`config.mk`:
```
export PLATFORM = sky130hd
export DESIGN_NAME = imem_program_loader
export DESIGN_NICKNAME = d
export VERILOG_FILES = /design/src/rtl/imem_program_loader.sv
export SDC_FILE = /design/constraint.sdc
export NUM_CORES = 1
export LEC_CHECK = 0
export BUFFER_PORTS_ARGS = -buffer_cell sky130_fd_sc_hd__buf_4
export CORE_UTILIZATION = 43
export CTS_CLUSTER_DIAMETER = 120
export CTS_CLUSTER_SIZE = 28
export DETAILED_ROUTE_END_ITERATION = 10
export GPL_TIMING_DRIVEN = 0
export PLACE_DENSITY_LB_ADDON = 0.15
export SETUP_SLACK_MARGIN = 0.2
export SKIP_CTS_REPAIR_TIMING = 1
export SYNTH_ARGS = -nofsm -noshare
export SYNTH_HDL_FRONTEND = slang
export SYNTH_SLANG_ARGS = --single-unit
export TNS_END_PERCENT = 50
```
`constraint.sdc`:
```
create_clock -name clk -period 1.58 [get_ports clk]
set_clock_uncertainty 0.05 [all_clocks]
set_input_delay 0.158 -clock clk [delete_from_list [all_inputs] [get_ports clk]]
set_output_delay 0.158 -clock clk [all_outputs]
set_load 0.1 [all_outputs]
```
`src/rtl/imem_program_loader.sv`:
```
// Encodes decoded RV32I instruction fields into 32-bit words and writes them to
// consecutive instruction-memory addresses, one word per two cycles.
module imem_program_loader #(
  parameter int unsigned ADDR_W    = 8,
  parameter int unsigned BASE_ADDR = 0
) (
  input  logic              clk,
  input  logic              rst,
  input  logic              start,
  input  logic              in_valid,
  output logic              in_ready,
  input  logic [2:0]        in_fmt,
  input  logic [4:0]        in_rd,
  input  logic [4:0]        in_rs1,
  input  logic [4:0]        in_rs2,
  input  logic [2:0]        in_funct3,
  input  logic [6:0]        in_funct7,
  input  logic [31:0]       in_imm,
  input  logic              in_last,
  output logic              imem_we,
  output logic [ADDR_W-1:0] imem_addr,
  output logic [31:0]       imem_wdata,
  output logic              busy,
  output logic              done,
  output logic              err,
  output logic [ADDR_W:0]   count
);

  localparam logic [2:0] S_IDLE  = 3'd0;
  localparam logic [2:0] S_LOAD  = 3'd1;
  localparam logic [2:0] S_WRITE = 3'd2;
  localparam logic [2:0] S_DONE  = 3'd3;
  localparam logic [2:0] S_ERR   = 3'd4;

  localparam logic [2:0] FMT_R   = 3'd0;
  localparam logic [2:0] FMT_I   = 3'd1;
  localparam logic [2:0] FMT_LD  = 3'd2;
  localparam logic [2:0] FMT_S   = 3'd3;
  localparam logic [2:0] FMT_B   = 3'd4;
  localparam logic [2:0] FMT_J   = 3'd5;
  localparam logic [2:0] FMT_U   = 3'd6;
  localparam logic [2:0] FMT_RSV = 3'd7;

  localparam logic [6:0] OP_R   = 7'b0110011;
  localparam logic [6:0] OP_I   = 7'b0010011;
  localparam logic [6:0] OP_LD  = 7'b0000011;
  localparam logic [6:0] OP_S   = 7'b0100011;
  localparam logic [6:0] OP_B   = 7'b1100011;
  localparam logic [6:0] OP_J   = 7'b1101111;
  localparam logic [6:0] OP_U   = 7'b0110111;

  function automatic logic [31:0] encode(
    input logic [2:0]  fmt,
    input logic [4:0]  rd,
    input logic [4:0]  rs1,
    input logic [4:0]  rs2,
    input logic [2:0]  f3,
    input logic [6:0]  f7,
    input logic [31:0] imm
  );
    logic [31:0] w;
    w = 32'h0000_0000;
    case (fmt)
      FMT_R:   w = {f7, rs2, rs1, f3, rd, OP_R};
      FMT_I:   w = {imm[11:0], rs1, f3, rd, OP_I};
      FMT_LD:  w = {imm[11:0], rs1, f3, rd, OP_LD};
      FMT_S:   w = {imm[11:5], rs2, rs1, f3, imm[4:0], OP_S};
      FMT_B:   w = {imm[12], imm[10:5], rs2, rs1, f3, imm[4:1], imm[11], OP_B};
      FMT_J:   w = {imm[20], imm[10:1], imm[11], imm[19:12], rd, OP_J};
      FMT_U:   w = {imm[31:12], rd, OP_U};
      default: w = 32'h0000_0000;
    endcase
    return w;
  endfunction

  logic [2:0]        state_q, state_d;
  logic [ADDR_W:0]   count_q, count_d;
  logic [ADDR_W-1:0] addr_q, addr_d;
  logic [31:0]       wdata_q, wdata_d;
  logic              last_q, last_d;
  logic              bad_s;

  // Reserved format, odd branch/jump offset, or a full memory all abort the session.
  assign bad_s = (in_fmt == FMT_RSV) ||
                 (((in_fmt == FMT_B) || (in_fmt == FMT_J)) && in_imm[0]) ||
                 count_q[ADDR_W];

  always_comb begin
    state_d = state_q;
    count_d = count_q;
    addr_d  = '0;
    wdata_d = 32'h0000_0000;
    last_d  = last_q;
    case (state_q)
      S_IDLE: state_d = S_IDLE;
      S_LOAD: begin
        if (in_valid) begin
          if (bad_s) begin
            state_d = S_ERR;
          end else begin
            state_d = S_WRITE;
            wdata_d = encode(in_fmt, in_rd, in_rs1, in_rs2, in_funct3, in_funct7, in_imm);
            addr_d  = ADDR_W'(BASE_ADDR) + count_q[ADDR_W-1:0];
            last_d  = in_last;
          end
        end else begin
          state_d = S_LOAD;
        end
      end
      S_WRITE: begin
        count_d = count_q + (ADDR_W+1)'(1);
        state_d = last_q ? S_DONE : S_LOAD;
      end
      S_DONE:  state_d = S_IDLE;
      S_ERR:   state_d = S_ERR;
      default: state_d = S_IDLE;
    endcase
    // A new session overrides whatever the current state decided.
    if (start) begin
      state_d = S_LOAD;
      count_d = '0;
      addr_d  = '0;
      wdata_d = 32'h0000_0000;
      last_d  = 1'b0;
    end else begin
      last_d  = last_d;
    end
  end

  always_ff @(posedge clk or posedge rst) begin
    if (rst) begin
      state_q <= S_IDLE;
      count_q <= '0;
      addr_q  <= '0;
      wdata_q <= 32'h0000_0000;
      last_q  <= 1'b0;
    end else begin
      state_q <= state_d;
      count_q <= count_d;
      addr_q  <= addr_d;
      wdata_q <= wdata_d;
      last_q  <= last_d;
    end
  end

  assign in_ready   = (state_q == S_LOAD);
  assign imem_we    = (state_q == S_WRITE);
  assign busy       = (state_q == S_LOAD) || (state_q == S_WRITE);
  assign done       = (state_q == S_DONE);
  assign err        = (state_q == S_ERR);
  assign imem_addr  = addr_q;
  assign imem_wdata = wdata_q;
  assign count      = count_q;

endmodule

```
==> flow_metrics.tcl <==
set metrics [dict create \
    dp_hpwl_um 5950 \
    final_layout_size_suffix_gt1_share_pct 43.7 \
    switching_power_mw 1.08 \
    fillers 531 \
    tightest_slew_ns 0.669 \
    worst_ep_required_time_ns 1.74 \
    final_common_cell "buf_4" \
    h-tree-depth 2 \
    status "finished, violations left" \
    rsz0062_at_grt "true" \
    ys_types 40 \
    die_x_um 82.6 \
    area_delta_synth_final_pct 50.3 \
    seq_power_share_pct 44.7 \
    final_core_util_pct 66.5 \
    syn_avg_cell_area_um2 9.67 \
    fin_nets 486 \
    first_pass_iters 4 \
    routed_wl_um 8350 \
    routabilityCongestion 0.777 \
    cts_root_buffer "clkbuf_8" \
    cp_data_arrival_time_ns 2.08 \
    overflow 0 \
    hp-class "in -> reg" \
    fin_crit_sh_pct 122 \
    violations "setup timing" \
    final_area_um2 4200 \
    portBuffers 117 \
    rrSetupSlack_ns -0.34 \
    synth-seq-cells 52 \
    clkPwrFrac_pct 24.9 \
    antenna_found_initial 0 \
    via_count 2801 \
    synth_cells 289 \
    start_util_pct 44.3 \
    track_usage_pct 24.4 \
    core_um2 6310 \
    synth_edf_count 0 \
    ys.flop_type "dfrtp_1" \
    cts_inserted_buffers 5 \
    post-route-drc-count 0 \
    place_ws_ns -0.401 \
    clock-sinks 52 \
    cp_max_fo 10 \
    comb_power_share_pct 30.4 \
    rr_startpoint "state_q[2]" \
    wl_per_cell_um 16.8 \
    grt_pass1_wl_um 12500 \
    yosysWarnings 0 \
    hold_start "in_last" \
    hold_violations 0 \
    cts_tree "built" \
    hold_end "last_q" \
    ir_drop_mv 0.529 \
    final_cell_mix "117 x buf_4, 40 x dfrtp_1, 27 x nand2_1, 23 x nor2b_1, 17 x clkbuf_1" \
    fin_crit_ns 1.92 \
    drt_iter0_markers 127 \
    drtAntennaViolNets 0 \
    antenna_cells 0 \
    clk_latency_ns 0.30 \
    synth_nets 355 \
    clockBufferDepth 2 \
    synthesis.area_um2 2800 \
    p_per_area_nw_per_um2 735 \
    hold-path-cell-count 3 \
    avgViaCountPerCell 5.62 \
    drv_cap 0 \
    reg2reg_to "imem_wdata[29]" \
    worst_slack_ns -0.341 \
    leakage_nw 1.98 \
    ys_async_sr_fraction_pct 100 \
    grt_max_degree 34 \
    swShare_pct 34.9 \
    grt_pass1_vias 2678 \
    rows 29 \
    post_dp_cell_area_um2 3870 \
    start_kind "flop" \
    fin_setup_tns_ns -10.64 \
    critPathKind "reg -> reg" \
    p_int_mw 2.01 \
    dieArea_um2 6830 \
    ys_seq_area_share_pct 46.6 \
    ios 119 \
    whs_ns 0.0818 \
    slew_violations 0 \
    clk_pin_slew_worst_paths_ns 0.10 \
    reg2reg_depth 4 \
    dieHeight_um 82.6 \
    end_kind "flop" \
    finalSetupViolCount 43 \
    max_clock_freq_mhz 521 \
    max-slew-margin-rel_pct 55.4 \
]
-- how the worst max path moves through the flow --
| stage | start | end | slack (ns) | cells past startpoint |
|---|---|---|---|---|
| after floorplan | state_q[0] | busy | -0.55 | 2 |
| after global placement | rst | state_q[0] | -0.80 | 2 |
| after detailed placement | state_q[2] | imem_wdata[9] | -0.40 | 4 |
| after CTS | state_q[2] | imem_wdata[9] | -0.43 | 4 |
| after global routing | state_q[2] | imem_wdata[29] | -0.43 | 4 |
| final | state_q[2] | imem_wdata[29] | -0.34 | 4 |
-- logic make-up after synthesis --
group                      Yosys count  share of synthesized area [%]
buffers and inverters               34                           5.33
AOI/OAI and AO/OA                   85                           21.9
and+or+nand+nor                    102                           20.1
adders and majority gates            1                          0.448
muxes                               13                           4.97
DFF                                 52                           46.6
xor gates and xnor gates             2                          0.627
-- cells in the mapped netlist, drive strengths merged, types with 2 or more instances --
master,n,area share (%)
and3b,2,0.63
clkbuf,18,2.4
nor2,12,1.6
a211oi,11,3.0
dfrtp,52,47
and2,6,1.3
inv,10,1.3
a2bb2oi,13,4.1
nor2b,23,5.1
mux2,4,1.7
o31ai,3,0.81
nand2,27,3.6
or4,3,0.81
buf,6,1.6
o21ai,17,3.0
mux2i,9,3.2
a221oi,6,1.9
a2111o,2,0.81
nand2b,6,1.3
a311oi,16,5.0
nor3b,3,0.98
a21oi,15,2.7
nor3,4,0.72
xnor2,2,0.63
and3,9,2.0
-- worst max-delay path, stage by stage, from the launching register on --
cell and delay (ns):
dfrtp_2 0.47, or3b_4 0.40, a2111o_1 0.49, buf_6 0.20, a311oi_2 0.22
-- layer usage --
metal	vias up	wire [µm]	global-route usage [%]
met3	15	430	3.41
met1	1353	3710	32.2
met5	-	0	0
li1	1320	-	-
met2	113	4070	40.7
met4	0	144	8.79
-- flip-flops by register name (all words and copies together) (netlist names) --
register and count:
count 9, imem_addr 8, imem_wdata 31, last_q 1
state_q 3
-- cell type report --
class	count	area [µm²]	share of cell area, %
inverters	10	41.3	0.983
flip-flops and latches	52	1320	31.3
clock inverters	3	18.8	0.447
repair buffers	124	1010	23.9
multi-input cells	203	1520	36.3
clock buffers	5	68.8	1.64
well taps	77	96.3	2.29
plain buffers	24	130	3.10
-- power by group through the flow --
stage,combinational (mW),sequential (mW),clock [mW]
2_1_floorplan,0.352,1.61,0
3_3_place_gp,0.832,1.41,0
3_5_place_dp,0.847,1.41,0
4_1_cts,0.848,1.38,0.786
5_1_grt,0.993,1.39,0.842
6_report,0.938,1.38,0.770
-- through the flow --
stage	total power, mW	std cells
floorplan	1.97	289
global placement	2.24	483
detailed placement	2.26	484
CTS	3.02	492
global route	3.22	498
finish	3.09	498
(Power assumes the default switching activity.)
